### src/rtl/jt10_adpcm_regwr.sv
// ADPCM-A channel control register writer: decodes CPU byte writes and hands each
// update to the 6-slot channel pipeline. Optional readback: JT10_ADPCM_RDBACK_EN.
module jt10_adpcm_regwr #(
    parameter int          NCH     = 6,
    parameter logic [2:0]  UP_IDLE = 3'd7
) (
    input  logic           clk,
    input  logic           rst_n,
    input  logic           cen,
    input  logic [NCH-1:0] cur_ch,
    input  logic [7:0]     addr,
    input  logic [7:0]     din,
    input  logic           we,
    output logic [5:0]     atl,
    output logic [7:0]     lracl,
    output logic [2:0]     up_ch,
    output logic [NCH-1:0] kon,
    output logic [NCH-1:0] koff,
    output logic [NCH-1:0] pend,
    output logic [7:0]     dout
);

    logic [5:0]            atl_q;
    logic [NCH-1:0][7:0]   shadow_q;
    logic [NCH-1:0]        pend_q, pend_d;
    logic [NCH-1:0]        kon_q, kon_d;
    logic [NCH-1:0]        koff_q, koff_d;

    logic                  slot_ok;
    logic [2:0]            k;
    logic                  wr_key, wr_atl, wr_sh;
    logic [2:0]            sh_idx;

    assign wr_key = we && (addr == 8'h00);
    assign wr_atl = we && (addr == 8'h01);
    assign wr_sh  = we && (addr >= 8'h08) && (addr <= 8'h0D);
    assign sh_idx = addr[2:0];

    // A slot is only acted on when exactly one pipeline bit is set.
    always_comb begin
        slot_ok = ($countones(cur_ch) == 1);
        k       = 3'd0;
        for (int i = 0; i < NCH; i++)
            if (cur_ch[i]) k = i[2:0];
    end

    always_comb begin
        up_ch = UP_IDLE;
        lracl = 8'h00;
        kon   = '0;
        koff  = '0;
        if (slot_ok) begin
            lracl = shadow_q[k];
            if (pend_q[k]) up_ch = k;
            kon   = cur_ch & kon_q;
            koff  = cur_ch & koff_q;
        end
    end

    // Consumption is applied first so a same-clk write re-arms the channel.
    always_comb begin
        pend_d = pend_q;
        kon_d  = kon_q;
        koff_d = koff_q;
        if (cen && slot_ok) begin
            pend_d = pend_d & ~cur_ch;
            kon_d  = kon_d  & ~cur_ch;
            koff_d = koff_d & ~cur_ch;
        end
        if (wr_key) begin
            if (din[7]) koff_d = koff_d | din[5:0];
            else        kon_d  = kon_d  | din[5:0];
        end
        if (wr_sh) pend_d[sh_idx] = 1'b1;
    end

    always_ff @(posedge clk or negedge rst_n) begin
        if (!rst_n) begin
            atl_q    <= 6'd0;
            shadow_q <= '0;
            pend_q   <= '0;
            kon_q    <= '0;
            koff_q   <= '0;
        end else begin
            pend_q <= pend_d;
            kon_q  <= kon_d;
            koff_q <= koff_d;
            if (wr_atl) atl_q <= din[5:0];
            if (wr_sh)  shadow_q[sh_idx] <= din;
        end
    end

    assign atl  = atl_q;
    assign pend = pend_q;

`ifdef JT10_ADPCM_RDBACK_EN
    logic [7:0] dout_q, dout_d;

    always_comb begin
        dout_d = 8'hFF;
        if (addr == 8'h00)      dout_d = {2'b00, kon_q | koff_q};
        else if (addr == 8'h01) dout_d = {2'b00, atl_q};
        else if ((addr >= 8'h08) && (addr <= 8'h0D)) dout_d = shadow_q[addr[2:0]];
    end

    always_ff @(posedge clk or negedge rst_n) begin
        if (!rst_n) dout_q <= 8'h00;
        else        dout_q <= dout_d;
    end

    assign dout = dout_q;
`else
    assign dout = 8'h00;
`endif

endmodule

### config.mk
export PLATFORM = sky130hd
export DESIGN_NAME = jt10_adpcm_regwr
export DESIGN_NICKNAME = d
export VERILOG_FILES = /design/src/rtl/jt10_adpcm_regwr.sv
export SDC_FILE = /design/constraint.sdc
export NUM_CORES = 1
export LEC_CHECK = 0
export CAP_MARGIN = 20
export CORE_UTILIZATION = 40
export DETAILED_ROUTE_END_ITERATION = 10
export GPL_ROUTABILITY_DRIVEN = 0
export PLACE_DENSITY = 0.71
export SLEW_MARGIN = 30
export SYNTH_ARGS = -nofsm -noshare
export SYNTH_HDL_FRONTEND = slang
export SYNTH_SLANG_ARGS = --single-unit
### constraint.sdc
create_clock -name clk -period 10.5 [get_ports clk]
set_input_delay 2.1 -clock clk [delete_from_list [all_inputs] [get_ports clk]]
set_output_delay 2.1 -clock clk [all_outputs]
set_load 0.02 [all_outputs]
### After elaboration in Yosys (flattened, before gate mapping)

Index checks and enable logic that the tools add are counted.

* input bits: 26
* word-level logic and storage cells: 65
* flip-flop bits (word level): 72

* add/sub/neg operators: 5
* bitwise gates (word level): 9
* muxes and demuxes: 27
* magnitude comparators: 5
* eq/ne operators: 2
* reduce and logical (&&, ||, !) cells: 7

Operators with widths (number)
* 6-bit two-way mux: 10
* 48-bit bitwise mux: 1
* 6-bit bitwise AND: 5
* 8-bit binary-select mux with 3-bit select: 1
* 8-bit demux with 3-bit select: 1
* 8-bit two-way mux: 3
* 6-bit bitwise OR: 3
* 3-bit two-way mux: 5
* 8-bit by 1-bit equality test with 1-bit output, second input constant: 1
* 8-bit by 4-bit >= comparator with 1-bit output, second input constant: 1
* 8-bit by 4-bit less-or-equal comparator with 1-bit output, second input constant: 1
* 8-bit logical NOT: 1
* 3-bit by 4-bit less-than comparator with 1-bit output, second input constant: 2
* 1-bit by 1-bit adder with 2-bit output: 3
* 1-bit logical AND: 6
* 6-bit inverter: 1
* 3-bit by 2-bit adder with 4-bit output: 1
* 4-bit by 1-bit equality test with 1-bit output, second input constant: 1
* 2-bit by 2-bit adder with 3-bit output: 1
* 1-bit binary-select mux with 3-bit select: 1
* 1-bit demux with 3-bit select: 1
* 3-bit by 1-bit >= comparator with 1-bit output, second input constant: 1
* 1-bit two-way mux: 3
* 2-bit two-way mux: 1

### Depth between registers and ports, before layout

Gate-level depths: netlist of the first run.

* word-level depth: 9
* gate-level depth with buffers: 13
* gate-level depth less buffers: 10

### Least setup slack after synthesis of the first run

Ideal clock, no wire load.

* path type: input port to output port
* start point: input port cur_ch[3]
* end point: output port lracl[0]
* data required time: 8400 ps
* slack: 2705 ps
* data arrival time: 5695 ps
* stages: 13
* path through: clkbuf_1 -> clkbuf_1 -> inv_1 -> fa_1 -> fa_1 -> inv_1 -> ha_1 -> fa_1 -> nor3b_1 -> clkbuf_1 -> clkbuf_1 -> o221ai_1 -> nor3_1

* longest elaborated chain between the ends: 6
* elaborated cells on any way between the ends: 10

Ends and longest elaborated chain
* start, declared: line 10 `input logic [NCH-1:0] cur_ch,`
* branches (longest 5 deep; another with 3-bit by 2-bit adder with 4-bit output)
* 8-bit two-way mux *: line 52 `if (slot_ok) begin`
* end, declared: line 15 `output logic [7:0] lracl,`

Mark *: on every way between the ends. The select of a mux whose other input is x is not followed.

### Worst setup path in the final report of the first run

* start point: input port cur_ch[3]
* end point: output port up_ch[1]

* longest elaborated chain between the ends: 7
* elaborated cells on any way between the ends: 11

Ends and longest elaborated chain
* branches (longest 6 deep; another with 3-bit by 2-bit adder with 4-bit output)
* 3-bit two-way mux *: line 52
* end, declared: line 16 `output logic [2:0] up_ch,`

Marked as above.

==> key figures, run 1 <==
Status
  • Status: finished, final reports clean

Final layout
  • N_diodes: 0
  • Layout cell share with drive strength beyond 1: 23.53%
  • Nets@finish: 382
  • Final cell count without fillers: 465
  • Area growth syn-to-layout: 23.26%

Worst setup path
  • Required time of the critical path: 8400 ps
  • Setup CP Type: in2out
  • Crit. End Element: output pin
  • Crit-path max FO: 26
  • Startpoint types: input port
  • Critical Path AT: 6560 ps

Power
  • PwrDens: 136.3 mW/mm^2
  • Comb pwr share: 16.1%
  • Switching fraction of total power: 26.86%
  • Maximum VDD drop: 0.07944 mV
  • Leakage: 2.084 nW
  • Pint: 0.4362 mW
  • Switching pwr: 0.1602 mW
  • Power share of the sequential group: 50.0%
  • Clk pwr share: 34.0%

Synthesis
  • Seq/Total Area, Yosys: 50.74%
  • Post-synthesis cell area: 0.003551 sq mm
  • Post-synthesis cell type count: 35
  • Yosys warns: 0
  • Mean Syn Cell Area: 11.96 sq um
  • Syn Inst Count: 297
  • Yosys reg bits: 72

Placed design
  • Count of input and output buffers: 60
  • Post-DP HPWL: 5646 um
  • Dpl cells: 449
  • Placement Setup Slack: 1863 ps

Detailed routing
  • Per-cell routed wire length: 17.88 um
  • Routed WL: 8314 um
  • Vias: 2580
  • DR vias/cell: 5.548
  • First-pass DRT Iterations: 4
  • Iteration-0 DRC Markers: 108
  • Routed Antenna Nets: 0
  • Residual DRC count: 0

Clocking
  • Resize count post-CTS: 0
  • CTS Buffer Depth: 2
  • Worst-Skew Late Latency: 340 ps
  • CTS tree: built
  • Num CTS Buffers: 9
  • H-tree lvl count: 3
  • Clock Pin Slew Worst Setup and Hold Paths: 70 ps
  • CTS sink count: 72
  • Total setup buffers inserted after CTS: 0
  • CTS root buffer: clkbuf_8
  • Post-CTS Hold Fix Bufs: 0

Timing
  • Hold Slack: 491.7 ps
  • Final worst slack: 1841 ps
  • F_max: 0.1155 GHz
  • Total Neg Setup Slack: 0 ps
  • Minimum clock period after layout: 8659 ps
  • Max-slew violations: 0
  • Period utilization: 82.47%
  • Setup violators final: 0
  • Fin. Hold Viols: 0
  • Final Skew: 0 ps
  • Worst slew margin: 36.78%
  • RSZ-0062 raised after global routing: no
  • Worst Tran Pin Value: 942.0 ps

Die
  • DIE WIDTH: 96.22 um
  • Die height: 96.22 um
  • Starting density of the core: 40.92%
  • Io pins: 69
  • Row cnt: 34
  • Placeable Area: 0.008678 sq mm
  • Total Die Area: 0.009258 sq mm

GRT
  • Grt ovf: 0
  • Largest net degree at the start of global routing: 73
  • GR Util All Layers: 19.36%
  • Vias in the first global route: 2490
  • First-pass GRT wire length: 13100 um
  • Antenna violations before repair: 0

Hold path
  • Worst Hold Class: reg2reg

Job
  • Maximum Capacitance Violations: 0
power by group through the flow:
stage	Sequential, mW	Clock, mW	Combinational, mW
after floorplan	0.305	0	0.0525
after global placement	0.303	0	0.0941
after detailed placement	0.303	0	0.0964
after CTS	0.298	0.209	0.0968
after global routing	0.299	0.221	0.106
final	0.298	0.202	0.0958
worst paths after layout:
| check | slack, ps | to | start | depth (start not counted) |
|---|---|---|---|---|
| max | 1840 | up_ch[1] | cur_ch[3] | 14 |
| min | 490 | kon_q[1] | kon_q[1] | 1 |
| max reg2reg | 9720 | shadow_q[26] | shadow_q[26] | 1 |
| min reg2reg | 490 | kon_q[1] | kon_q[1] | 1 |
| max in group asynchronous | 8170 | pend[5] | rst_n | 2 |
| min in group asynchronous | 1840 | koff_q[1] | rst_n | 2 |
cells in the mapped netlist (all sizes together):
cell type / n / area [sq um]
nor2b: 1 / 6.260
o21ai: 5 / 25.02
a22o: 12 / 105.1
fa: 3 / 60.06
clkbuf: 15 / 78.82
o221ai: 8 / 70.07
a211oi: 16 / 120.1
nand3: 8 / 50.05
o211a: 1 / 10.01
and3: 14 / 87.58
ha: 1 / 12.51
dfrtp: 72 / 1802
buf: 12 / 78.82
o211ai: 2 / 15.01
o2111a: 1 / 11.26
o31ai: 1 / 7.510
and3b: 2 / 17.52
nand2b: 1 / 6.260
conb: 1 / 3.750
nand2: 22 / 92.58
inv: 8 / 30.03
o21a: 16 / 120.1
nor3b: 2 / 26.28
nor2: 7 / 26.28
or4b: 1 / 13.76
nor3: 11 / 66.32
mux2: 54 / 608.1
area by class of cell:
| class | count | area (sq um) |
|---|---|---|
| Clock buffer | 14 | 172.7 |
| Timing Repair Buffer | 64 | 629.4 |
| Fill cell | 757 | 4302 |
| Multi-Input combinational cell | 197 | 1595 |
| Clock inverter | 2 | 12.51 |
| Inverter | 8 | 30.03 |
| Sequential cell | 72 | 1802 |
| Tap cell | 108 | 135.1 |
logic make-up after synthesis:
kind of cell	share of synthesized area (%)
AO/OA/AOI/OAI	13.64
adder cells (fa/ha/maj)	2.044
buffers and inverters	5.285
flip-flops	50.74
multiplexers	17.12
other	0.1056
AND/OR/NAND/NOR	11.06
layout by cell type, fill, tap and decap left out, types with 2 or more instances in the layout:
| cell | instances |
|---|---|
| buf_4 | 3 |
| nand3_2 | 2 |
| and3b_1 | 2 |
| nor3_1 | 10 |
| a22o_1 | 12 |
| nor2_1 | 6 |
| clkbuf_8 | 12 |
| clkbuf_1 | 2 |
| o21a_1 | 16 |
| nand2_1 | 18 |
| a211oi_1 | 16 |
| clkdlybuf4s50_1 | 59 |
| and3_1 | 14 |
| dfrtp_1 | 72 |
| o21ai_0 | 4 |
| inv_1 | 8 |
| o211ai_1 | 2 |
| conb_1 | 8 |
| nand2_2 | 4 |
| o221ai_1 | 8 |
| mux2_2 | 54 |
| fa_1 | 3 |
| nand3_1 | 6 |
registers in the layout, indices dropped and copies added, names as in the netlist:
name	flops
shadow_q	48
koff_q	6
atl	6
pend	6
kon_q	6
per-layer routing:
layer / up-vias / GRT usage [%] / wire length, um
li1: 1191 / - / -
met1: 1290 / 27.65 / 3811
met2: 89 / 30.08 / 3939
met3: 10 / 2.607 / 468
met4: 0 / 6.841 / 94
met5: - / 0 / 0
critical path: stages:
cell             delay, ps
clkdlybuf4s50_1        450
buf_4                  270
inv_1                   90
fa_1                   450
fa_1                   500
inv_1                   40
ha_1                   180
fa_1                   460
nor3b_2                570
buf_4                  350
o21ai_0                120
nor3_1                 250
o31ai_1                120
clkdlybuf4s50_1        600
metrics by stage:
step / power [mW] / instance area (sq um) / utilization [%]
2_1_floorplan: 0.3574 / 3577 / -
3_3_place_gp: 0.3969 / 4185 / 48.23
3_5_place_dp: 0.3997 / 4188 / 48.26
4_1_cts: 0.6035 / 4373 / 50.39
5_1_grt: 0.6259 / 4377 / 50.43
6_report: 0.5964 / 4377 / 50.43
Power figures use the tool's default switching activity.
==> run 2, diff against run 1 <==
==> constraint.sdc (replaced) <==
create_clock -name clk -period 8.13 [get_ports clk]
set_input_delay 1.626 -clock clk [delete_from_list [all_inputs] [get_ports clk]]
set_output_delay 1.626 -clock clk [all_outputs]
set_load 0.02 [all_outputs]
==> key figures, run 2 (same netlist as run 1, synthesis figures left out) <==
Hold path
  • Worst Hold End: kon_q[3]
  • Worst Hold Class: reg2reg
  • HP Start: kon_q[3]
  • Hold Path Stages: 1

Timing
  • F_max: 0.1389 GHz
  • Period utilization: 88.53%
  • Minimum clock period after layout: 7198 ps
  • Final Skew: 0 ps
  • Total Neg Setup Slack: 0 ps
  • Setup violators final: 0
  • Worst Tran Pin Value: 645.9 ps
  • Max-slew violations: 0
  • Fin. Hold Viols: 0
  • Worst slew margin: 56.94%
  • RSZ-0062 raised after global routing: no

Die
  • Die height: 96.22 um
  • Total Die Area: 0.009258 sq mm
  • Placeable Area: 0.008678 sq mm
  • Io pins: 69
  • Starting density of the core: 40.92%
  • Row cnt: 34
  • DIE WIDTH: 96.22 um

Clocking
  • Worst-Skew Late Latency: 340 ps
  • CTS sink count: 72
  • Clock Pin Slew Worst Setup and Hold Paths: 70 ps
  • CTS root buffer: clkbuf_8
  • Total setup buffers inserted after CTS: 0
  • CTS Buffer Depth: 2
  • Post-CTS Hold Fix Bufs: 0
  • H-tree lvl count: 3
  • CTS tree: built
  • Num CTS Buffers: 9
  • Resize count post-CTS: 0

Final layout
  • Fin area: 0.004414 sq mm
  • Max FFs per register: 48
  • Commonest non-fill, non-tap cell in the layout: dfrtp_1
  • Layout Utilization: 50.87%
  • Area growth syn-to-layout: 24.31%
  • Nets@finish: 384
  • Layout cell share with drive strength beyond 1: 24.51%
  • Largest reg by FF count: shadow_q
  • N_diodes: 0
  • Leading cell types in the layout, fill and taps excluded: dfrtp_1, clkdlybuf4s50_1, mux2_2, nand2_1
  • Final cell count without fillers: 467

Detailed routing
  • Per-cell routed wire length: 18.25 um
  • Vias: 2582
  • First-pass DRT Iterations: 4
  • DR vias/cell: 5.529
  • Routed Antenna Nets: 0
  • Routed WL: 8525 um
  • Iteration-0 DRC Markers: 120
  • Residual DRC count: 0

Placed design
  • Cell area after placement: 0.004200 sq mm
  • Dpl cells: 451
  • Post-DP HPWL: 5769 um
  • Count of input and output buffers: 60

Power
  • Pint: 0.5875 mW
  • Clk pwr share: 36.1%
  • Leakage: 2.103 nW
  • PwrDens: 182.1 mW/mm^2
  • Maximum VDD drop: 0.07343 mV
  • Power share of the sequential group: 47.9%
  • Switching fraction of total power: 26.90%
  • Comb pwr share: 16.1%
  • Switching pwr: 0.2162 mW

Worst setup path
  • R2r setup slk: 7350 ps
  • Crit. End Element: output pin
  • Required time of the critical path: 6500 ps
  • CP max stage delay: 650 ps
  • Slowest-stage cell, CP: clkdlybuf4s50_1
  • R2r worst-path depth: 1
  • Top Family by Delay on Critical Path: buffers and inverters
  • Setup CP Type: in2out
  • Crit-path max FO: 18
  • CP bufs+invs: 5
  • FF-to-FF End: atl[2]
  • Critical Path Source: cur_ch[1]
  • CP cell instances: clkdlybuf4s50_1 -> inv_1 -> fa_1 -> fa_1 -> inv_1 -> ha_1 -> fa_1 -> nor3b_2 -> buf_4 -> o221ai_1 -> nor3_1 -> clkdlybuf4s50_1
  • CP dominant cell by count: fa_1
  • Critical R2R Launch: atl[2]
  • Startpoint types: input port
  • Critical Path AT: 5570 ps

GRT
  • Antenna violations before repair: 0
  • Grt ovf: 0
  • Vias in the first global route: 2668
  • Largest net degree at the start of global routing: 73
  • First-pass GRT wire length: 13810 um
  • GR Util All Layers: 20.59%

Job
  • Maximum Capacitance Violations: 0

Status
  • Status: finished, final reports clean
run 2: routing by layer:
layer | vias up | wire [um] | track usage, %
met3 | 18 | 479 | 5.292
li1 | 1185 | - | -
met1 | 1282 | 3646 | 26.54
met2 | 97 | 4197 | 33.16
met4 | 0 | 202 | 7.836
met5 | - | 0 | 0
run 2: cell type report:
type	count	area, sq um
clock buffers	11	151.4
clock inverters	5	55.05
fillers	801	4264
inverters	8	30.03
multi-input cells	197	1597
flip-flops and latches	72	1802
well taps	108	135.1
repair buffers	66	644.4
run 2: how the worst max path moves through the flow:
stage / end / slack, ps / cells past startpoint
2_1_floorplan: lracl[0] / 1280 / 13
3_3_place_gp: lracl[5] / 1100 / 12
3_5_place_dp: lracl[7] / 1020 / 12
4_1_cts: lracl[3] / 920 / 12
5_1_grt: lracl[5] / 750 / 12
6_report: lracl[5] / 930 / 12
run 2: power by group through the flow:
stage               registers (mW)  clock network (mW)  logic (mW)
CTS                          0.384               0.295       0.130
global route                 0.386               0.310       0.142
global placement             0.391                   0       0.125
detailed placement           0.391                   0       0.128
floorplan                    0.394                   0      0.0678
finish                       0.385               0.290       0.129
run 2: stage by stage:
| step | hold WS (ps) | power (mW) | worst slack (ps) |
|---|---|---|---|
| 2_1_floorplan | 458.2 | 0.4615 | 1283 |
| 3_3_place_gp | 477.3 | 0.5152 | 1095 |
| 3_5_place_dp | 479.5 | 0.5191 | 1023 |
| 4_1_cts | 497.8 | 0.8095 | 921.3 |
| 5_1_grt | 511.8 | 0.8380 | 750.4 |
| 6_report | 493.7 | 0.8037 | 932.4 |
